===== src/rtl/xcorr_frame_sequencer_if.sv =====
// rtl/xcorr_frame_sequencer_if.sv - frame-pair input and lag-result output handshakes
interface xcorr_frame_sequencer_if #(
    parameter int LEN   = 3,
    parameter int ACC_W = 8
);
    localparam int NLAG  = 2 * LEN - 1;
    localparam int LAG_W = (NLAG > 1) ? $clog2(NLAG) : 1;

    logic             in_valid;
    logic             in_ready;
    logic [LEN-1:0]   in1;
    logic [LEN-1:0]   in2;
    logic             out_valid;
    logic             out_ready;
    logic [LAG_W-1:0] out_lag;
    logic [ACC_W-1:0] out_data;
    logic             out_last;

    modport master (
        output in_valid, in1, in2, out_ready,
        input  in_ready, out_valid, out_lag, out_data, out_last
    );

    modport slave (
        input  in_valid, in1, in2, out_ready,
        output in_ready, out_valid, out_lag, out_data, out_last
    );
endinterface


===== src/rtl/xcorr_frame_sequencer.sv =====
// rtl/xcorr_frame_sequencer.sv - time-shared binary cross-correlator, one lag per cycle
// Integrates NFRAMES frame pairs per lag, then drains the lag accumulators serially.
module xcorr_frame_sequencer #(
    parameter int LEN     = 3,
    parameter int ACC_W   = 8,
    parameter int NFRAMES = 4
) (
    input  logic                     clk,
    input  logic                     rst,
    xcorr_frame_sequencer_if.slave   bus,
    output logic                     busy
);
    localparam int NLAG  = 2 * LEN - 1;
    localparam int LAG_W = (NLAG > 1) ? $clog2(NLAG) : 1;
    localparam int FRM_W = (NFRAMES > 1) ? $clog2(NFRAMES) : 1;
    localparam int CW    = $clog2(LEN + 1);
    localparam int SW    = ((ACC_W > CW) ? ACC_W : CW) + 1;

    localparam logic [LAG_W-1:0] LAST_LAG   = LAG_W'(NLAG - 1);
    localparam logic [FRM_W-1:0] LAST_FRAME = FRM_W'(NFRAMES - 1);
    localparam logic [SW-1:0]    ACC_MAX    = SW'({ACC_W{1'b1}});

    typedef enum logic [1:0] {IDLE, COMPUTE, DRAIN} state_t;

    state_t           state;
    logic [LEN-1:0]   in1_r;
    logic [LEN-1:0]   in2_r;
    logic [LAG_W-1:0] lag_idx;
    logic [LAG_W-1:0] drain_idx;
    logic [FRM_W-1:0] frame_cnt;
    logic [ACC_W-1:0] acc [NLAG];

    logic             in_ready_r;
    logic             out_valid_r;
    logic [LAG_W-1:0] out_lag_r;
    logic [ACC_W-1:0] out_data_r;
    logic             out_last_r;
    logic             busy_r;

    // Number of coincident ones when in2 is shifted by d = k-(LEN-1) against in1.
    function automatic logic [CW-1:0] lag_corr(input logic [LEN-1:0] a,
                                               input logic [LEN-1:0] b,
                                               input logic [LAG_W-1:0] k);
        logic [CW-1:0] cnt;
        cnt = '0;
        for (int i = 0; i < LEN; i++) begin
            for (int j = 0; j < LEN; j++) begin
                if (i - j == int'(k) - (LEN - 1)) begin
                    cnt = cnt + CW'(a[i] & b[j]);
                end
            end
        end
        return cnt;
    endfunction

    logic [SW-1:0]    sum;
    logic [ACC_W-1:0] acc_upd;
    logic [LAG_W-1:0] drain_nxt;

    assign sum       = SW'(acc[lag_idx]) + SW'(lag_corr(in1_r, in2_r, lag_idx));
    assign acc_upd   = (sum > ACC_MAX) ? {ACC_W{1'b1}} : sum[ACC_W-1:0];
    assign drain_nxt = drain_idx + LAG_W'(1);

    always_ff @(posedge clk) begin
        if (rst) begin
            state       <= IDLE;
            in1_r       <= '0;
            in2_r       <= '0;
            lag_idx     <= '0;
            drain_idx   <= '0;
            frame_cnt   <= '0;
            for (int i = 0; i < NLAG; i++) acc[i] <= '0;
            in_ready_r  <= 1'b1;
            out_valid_r <= 1'b0;
            out_lag_r   <= '0;
            out_data_r  <= '0;
            out_last_r  <= 1'b0;
            busy_r      <= 1'b0;
        end else begin
            case (state)
                IDLE: begin
                    if (bus.in_valid) begin
                        in1_r      <= bus.in1;
                        in2_r      <= bus.in2;
                        lag_idx    <= '0;
                        in_ready_r <= 1'b0;
                        busy_r     <= 1'b1;
                        state      <= COMPUTE;
                    end
                end
                COMPUTE: begin
                    acc[lag_idx] <= acc_upd;
                    if (lag_idx == LAST_LAG) begin
                        lag_idx <= '0;
                        if (frame_cnt == LAST_FRAME) begin
                            frame_cnt   <= '0;
                            drain_idx   <= '0;
                            out_valid_r <= 1'b1;
                            out_lag_r   <= '0;
                            // With a single lag, lag 0 is being written this very cycle.
                            out_data_r  <= (LAST_LAG == '0) ? acc_upd : acc[0];
                            out_last_r  <= (LAST_LAG == '0);
                            state       <= DRAIN;
                        end else begin
                            frame_cnt  <= frame_cnt + FRM_W'(1);
                            in_ready_r <= 1'b1;
                            busy_r     <= 1'b0;
                            state      <= IDLE;
                        end
                    end else begin
                        lag_idx <= lag_idx + LAG_W'(1);
                    end
                end
                DRAIN: begin
                    if (bus.out_ready) begin
                        if (drain_idx == LAST_LAG) begin
                            for (int i = 0; i < NLAG; i++) acc[i] <= '0;
                            drain_idx   <= '0;
                            out_valid_r <= 1'b0;
                            out_lag_r   <= '0;
                            out_data_r  <= '0;
                            out_last_r  <= 1'b0;
                            in_ready_r  <= 1'b1;
                            busy_r      <= 1'b0;
                            state       <= IDLE;
                        end else begin
                            drain_idx  <= drain_nxt;
                            out_lag_r  <= drain_nxt;
                            out_data_r <= acc[drain_nxt];
                            out_last_r <= (drain_nxt == LAST_LAG);
                        end
                    end
                end
                default: state <= IDLE;
            endcase
        end
    end

    assign bus.in_ready  = in_ready_r;
    assign bus.out_valid = out_valid_r;
    assign bus.out_lag   = out_lag_r;
    assign bus.out_data  = out_data_r;
    assign bus.out_last  = out_last_r;
    assign busy          = busy_r;
endmodule


===== src/flat_wrapper.sv =====
// flat-port wrapper written by rule: the top's interface ports become plain ports
module xcorr_frame_sequencer_flat 
#(
    parameter int LEN     = 3,
    parameter int ACC_W   = 8,
    parameter int NFRAMES = 4
)
  (clk, rst, busy, bus_in_valid, bus_in1, bus_in2, bus_out_ready, bus_in_ready, bus_out_valid, bus_out_lag, bus_out_data, bus_out_last);
  xcorr_frame_sequencer_if #(.LEN(LEN), .ACC_W(ACC_W)) bus_i ();
  input  logic clk;
  input  logic rst;
  output logic busy;
  input wire logic [$bits(bus_i.in_valid)-1:0] bus_in_valid;
  input wire logic [$bits(bus_i.in1)-1:0] bus_in1;
  input wire logic [$bits(bus_i.in2)-1:0] bus_in2;
  input wire logic [$bits(bus_i.out_ready)-1:0] bus_out_ready;
  output wire logic [$bits(bus_i.in_ready)-1:0] bus_in_ready;
  output wire logic [$bits(bus_i.out_valid)-1:0] bus_out_valid;
  output wire logic [$bits(bus_i.out_lag)-1:0] bus_out_lag;
  output wire logic [$bits(bus_i.out_data)-1:0] bus_out_data;
  output wire logic [$bits(bus_i.out_last)-1:0] bus_out_last;
  assign bus_i.in_valid = bus_in_valid;
  assign bus_i.in1 = bus_in1;
  assign bus_i.in2 = bus_in2;
  assign bus_i.out_ready = bus_out_ready;
  assign bus_in_ready = bus_i.in_ready;
  assign bus_out_valid = bus_i.out_valid;
  assign bus_out_lag = bus_i.out_lag;
  assign bus_out_data = bus_i.out_data;
  assign bus_out_last = bus_i.out_last;
  xcorr_frame_sequencer #(.LEN(LEN), .ACC_W(ACC_W), .NFRAMES(NFRAMES)) u_core (.clk(clk), .rst(rst), .bus(bus_i), .busy(busy));
endmodule

===== config.mk =====
export PLATFORM = sky130hd
export DESIGN_NAME = xcorr_frame_sequencer_flat
export DESIGN_NICKNAME = d
export VERILOG_FILES = /design/src/rtl/xcorr_frame_sequencer_if.sv /design/src/rtl/xcorr_frame_sequencer.sv /design/src/flat_wrapper.sv
export SDC_FILE = /design/constraint.sdc
export NUM_CORES = 1
export LEC_CHECK = 0
export BUFFER_PORTS_ARGS = -buffer_cell sky130_fd_sc_hd__buf_2
export CAP_MARGIN = 20
export CELL_PAD_IN_SITES_DETAIL_PLACEMENT = 1
export CELL_PAD_IN_SITES_GLOBAL_PLACEMENT = 2
export CORE_MARGIN = 4
export CORE_UTILIZATION = 43
export CTS_BUF_LIST = sky130_fd_sc_hd__clkbuf_16
export DETAILED_ROUTE_END_ITERATION = 8
export HOLD_SLACK_MARGIN = 0.08
export PLACE_DENSITY_LB_ADDON = 0.12
export SYNTH_ARGS = -nofsm -noshare
export SYNTH_HDL_FRONTEND = slang
export SYNTH_SLANG_ARGS = --single-unit

===== constraint.sdc =====
create_clock -name clk -period 8.2 [get_ports clk]
set_input_delay 1.64 -clock clk [delete_from_list [all_inputs] [get_ports clk]]
set_output_delay 1.64 -clock clk [all_outputs]
set_load 0.03 [all_outputs]

======== Word-level counts from Yosys, hierarchy flattened ========
Memories as Yosys holds them, arrays and structs flattened. A register that Yosys moved wholly into a read port is not among the register bits.
Index checks and enable logic that the tools add are counted.
storage, ports and cells
  register bits after elaboration ......... 28
  input port bits ......................... 10
  memory bits (writable) .................. 40
  memories kept ........................... 1
  output and inout port bits .............. 15
memories
  name        depth  width  read ports  clocked after memory_dff  write ports  line                         text
  u_core.acc  5      8      3           1                         5            xcorr_frame_sequencer.sv:31  logic [ACC_W-1:0] acc [NLAG];
cells by class
  mux-type cells .......................... 70
  reduce and logical (&&, ||, !) cells .... 13
  bitwise gates (word level) .............. 14
  equality and inequality tests ........... 16
  $add $sub $neg .......................... 13
  order comparisons ....................... 1
operators with widths
  operator                                                number
  two-way mux 8 bit                                       11
  == test 2 x 32 -> 1 bit (first input constant)          2
  == test 1 x 32 -> 1 bit (first input constant)          1
  == test 3 x 32 -> 1 bit (first input constant)          1
  zero test 32 bit                                        1
  two-way mux 2 bit                                       15
  two-way mux 1 bit                                       27
  two-way mux 3 bit                                       9
  adder 2 bit                                             8
  case mux 8 bit (2 select lines)                         1
  case mux 3 bit (2 select lines)                         2
  adder 8 x 2 -> 9 bit                                    1
  AND 1 bit                                               9
  == test 3 bit (second input constant)                   3
  > comparator 9 x 8 -> 1 bit (second input constant)     1
  AND reduction 4 bit                                     2
  OR reduction 8 bit                                      1
  adder 3 x 1 -> 3 bit (second input constant)            2
  inequality test 2 x 1 -> 1 bit (second input constant)  3
  inequality test 2 bit (second input constant)           3
  case mux 1 bit (3 select lines)                         2
  case mux 2 bit (3 select lines)                         1
  AND reduction 2 bit                                     3
  AND reduction 6 bit                                     1
  10 further kinds                                        17

======== Longest topological paths before layout ========
  depth in word-level cells ............... 23
  depth in mapped cells ................... 35
  depth with buffers taken out ............ 33

======== Worst setup path before layout ========
Ideal clock, no wire load.
  kind .................................... register to register
  start point ............................. register u_core.lag_idx[1]
  end point ............................... memory u_core.acc[5][4] (data pin)
  cell stages (with the launch flop) ...... 34
  path buffers ............................ 0
  data arrival time ....................... 6.171 ns
  library setup time ...................... 0.271 ns
  setup slack ............................. 1.759 ns
  data required time ...................... 7.929 ns
  path through ............................ dfxtp_1 > inv_1 > ha_1 > nand3b_1 > nor2_1 > ha_1 > inv_1 > o22ai_1 > ha_1 > nor2_1 > nor2_1 > ha_1 > nand2_1 > o21ai_0 > ha_1 > o21a_1 > ha_1 > o22ai_1 > nor2_1 > ha_1 > nand2_1 > nand2_1 > ha_1 > nor2_1 > a31oi_1 > ha_1 > o21ai_0 > a21oi_1 > ha_1 > inv_1 > fa_1 > or3_2 > o31ai_4 > inv_1
RTL lines
  element                 line                          text
  from (decl)             xcorr_frame_sequencer.sv:28   logic [LAG_W-1:0] lag_idx;
  from (signal assigned)  xcorr_frame_sequencer.sv:111  lag_idx <= lag_idx + LAG_W'(1);
  to (decl)               xcorr_frame_sequencer.sv:31

==> flow_metrics.tcl <==
set metrics [dict create \
    critical_path_required_ns 8.37 \
    synth-main-ff-cell "edfxtp_1" \
    pwr-share-clk_pct 37.3 \
    clk_pin_slew_ns 0.07 \
    finalInstanceArea_mm2 0.006241 \
    combPwrFrac_pct 13.2 \
    grt_pass1_vias 4178 \
    wl_met2_um 7884 \
    numCtsBuffers 9 \
    drv_cap 0 \
    finalClockSkew_ns 0.006354 \
    tns_ns 0 \
    run_status "completed" \
    fp-row-count 42 \
    synth-edff-count 64 \
    worst-slew-pin-transition_ns 1.113 \
    routedWlPerCell_um 23.14 \
    yosys-top-cells-area "edfxtp_1 33%, dfxtp_1 11%, mux4_2 9.7%" \
    netSwitchingPower_uw 291.4 \
    grt-ovfl-total 0 \
    globalplace.congestion 0.7809 \
    grt.total_usage_pct 21.73 \
    slew-limit-headroom_pct 25.56 \
    clock_latency_ns 0.33 \
    via_per_inst 5.899 \
    h-tree-depth 3 \
    start_util_pct 43.82 \
    fillCellCount 1418 \
    dp_hpwl_um 11540 \
    synth_top_area_cell "edfxtp_1" \
    drtPass1Iterations 4 \
    cts_resized 0 \
    slowest_delay_ns 0.56 \
    highest_layer "met4" \
    regArea_mm2 0.002542 \
    netlist_area_mm2 0.005781 \
    switching_share_pct 26.30 \
    cts_sinks 95 \
    cts_tree "done" \
    crit_start "u_core.lag_idx[1]" \
    final_common_cell "edfxtp_1" \
    fin_crit_ns 7.288 \
    peakVddDrop_uv 89.31 \
    path_common_cell "ha_1" \
    syn_inst 500 \
    antenna_left 0 \
    criticalPathCategory "flip-flop to flip-flop" \
    dp_cells 675 \
    seqPwrFrac_pct 49.4 \
    ys_types 67 \
    post-route-period-util_pct 88.87 \
    wl_um 15990 \
    cp_max_fo 12 \
    timing.final.ws_setup_ns 0.9124 \
    placement.io_buffers 24 \
    num_vias 4076 \
    finalHoldViolations 0 \
    hp-class "flip-flop to flip-flop" \
    rr_worst_depth 33 \
    syn_to_final_growth_pct 7.965 \
    post-cts-setup-buffers 0 \
    core_area_mm2 0.01319 \
    dr.first_iter.drc_count 278 \
    num_io_pins 25 \
    cellPowerDensity_mw_per_mm2 177.5 \
    finalNonFillerCells 691 \
    wl_met1_um 7192 \
    power.leakage_nw 2.282 \
    multi_input_area_mm2 0.002998 \
    syn_area_per_cell_um2 11.56 \
    die_y_um 123.9 \
    wl_met3_um 864 \
    layout.nets 548 \
    synthArstFlopShare_pct 0 \
    syn_nets 538 \
    r2r_start "u_core.lag_idx[1]" \
    layout_common_cells "64 x edfxtp_1, 56 x nor2_1, 43 x nand2_1" \
    antenna_found_initial 0 \
    setup_violations 0 \
    r2r_end "u_core.acc[3][5]" \
    slew_viol_final 0 \
    reg2reg_slack_ns 0.91 \
    p_int_uw 816.7 \
    ys_ff_latch 95 \
    grt_pass1_wl_um 24610 \
    cp-endpoint "u_core.acc[3][5]" \
    drc 0 \
    drive_gt1_share_pct 19.42 \
    fp.dieArea_mm2 0.01536 \
    dp_slack_ns 0.9517 \
    clock_path_buffers 2 \
    diodes 0 \
    critPathArrivalTime_ns 7.45 \
    synth_top_cell_area_share_pct 33.25 \
    synth_sequential_area_ratio_pct 43.98 \
    die_x_um 123.9 \
    grt_start_max_net_pins 36 \
    cts_root_buffer "clkbuf_16" \
    max_freq_mhz 137.2 \
    start_kind "flip-flop" \
    rsz0062_at_grt "no" \
    slowest_stage "nor3_2" \
    end_kind "flip-flop" \
    dpl-instance-area_mm2 0.005952 \
    cts_hold_buf 0 \
    yosys_warnings 0 \
]
-- cell families after synthesis --
group           Yosys count  synth area share (%)
simple gates            187                 15.93
flops                    95                 43.98
compound gates           81                 10.89
mux                      61                 18.10
buf+inv                  43                 4.156
fa+ha+maj                28                 6.190
xor+xnor                  5                0.7577
-- metal layers --
metal | GRT usage (%) | vias to the layer above
met5 | 0 | -
met1 | 30.03 | 2062
met4 | 3.970 | 0
li1 | - | 1908
met2 | 37.17 | 104
met3 | 2.770 | 2
-- flip-flops by register name, indices dropped and copies added, names as in the netlist, named ones only --
register / flops
u_core.acc: 64
u_core.bus.out_data: 8
u_core.bus.out_lag: 3
u_core.in1_r: 3
u_core.in2_r: 3
u_core.lag_idx: 3
u_core.frame_cnt: 2
u_core.state: 2
u_core.bus.in_ready: 1
u_core.bus.out_last: 1
u_core.bus.out_valid: 1
u_core.busy: 1
-- layout make-up --
cell class                 instances  share of cell area, %
sequential                        95                  40.74
inverter                          17                  1.022
clock buffer                       9                  3.609
tap                              176                  3.528
multi-input combinational        362                  48.04
clock inverter                     7                  1.022
timing repair buffer              25                  2.045
-- worst max-delay path, delay by kind of cell, from the launching register on --
family          cells  cell delay (ns)
fa+ha+maj          11             3.21
simple gates       11             2.09
compound gates      8             1.07
flops               1             0.43
buf+inv             3             0.29
-- Yosys cell counts (all sizes together) (2+ instances only) --
library cell,count
a21oi,29
a21boi,2
o31ai,2
nand3,17
nand3b,4
o22ai,4
nor3,24
dfxtp,31
inv,17
mux4,30
o211ai,12
nand2b,7
or2,3
o21ai,8
edfxtp,64
a211oi,7
nand4,7
nor2,57
nand2,43
xnor2,3
a31oi,4
buf,16
o21a,2
clkbuf,10
mux2,10
nor2b,5
or3,3
and2,9
ha,27
a22oi,2
xor2,2
mux2i,21
and3,3
and3b,3
-- power by group through the flow --
stage	Combinational (mW)	Clock [mW]	Sequential, mW
after floorplan	0.0999	0	0.562
after global placement	0.140	0	0.557
after detailed placement	0.146	0	0.558
after CTS	0.147	0.419	0.548
after global routing	0.159	0.443	0.550
final	0.147	0.413	0.548
-- how the worst min path moves through the flow --
stage	slack (ns)	cells past startpoint	startpoint	to
3_5_place_dp	0.45	2	u_core.bus.out_last	u_core.bus.out_last
6_report	0.45	2	u_core.bus.out_last	u_core.bus.out_last
5_1_grt	0.48	1	u_core.bus.in_ready	u_core.bus.in_ready
4_1_cts	0.46	2	u_core.bus.out_last	u_core.bus.out_last
2_1_floorplan	0.45	2	u_core.in1_r[1]	u_core.in1_r[1]
3_3_place_gp	0.44	2	u_core.bus.out_last	u_core.bus.out_last
-- through the flow --
| stage | power (mW) | utilization (%) | hold WS, ns |
|---|---|---|---|
| after floorplan | 0.6624 | - | 0.4485 |
| after global placement | 0.6974 | 45.12 | 0.4365 |
| after detailed placement | 0.7043 | 45.12 | 0.4482 |
| after CTS | 1.114 | 47.32 | 0.4577 |
| after global routing | 1.152 | 47.32 | 0.4827 |
| final | 1.108 | 47.32 | 0.4526 |
Note: power is estimated with default switching activity, not from simulation.
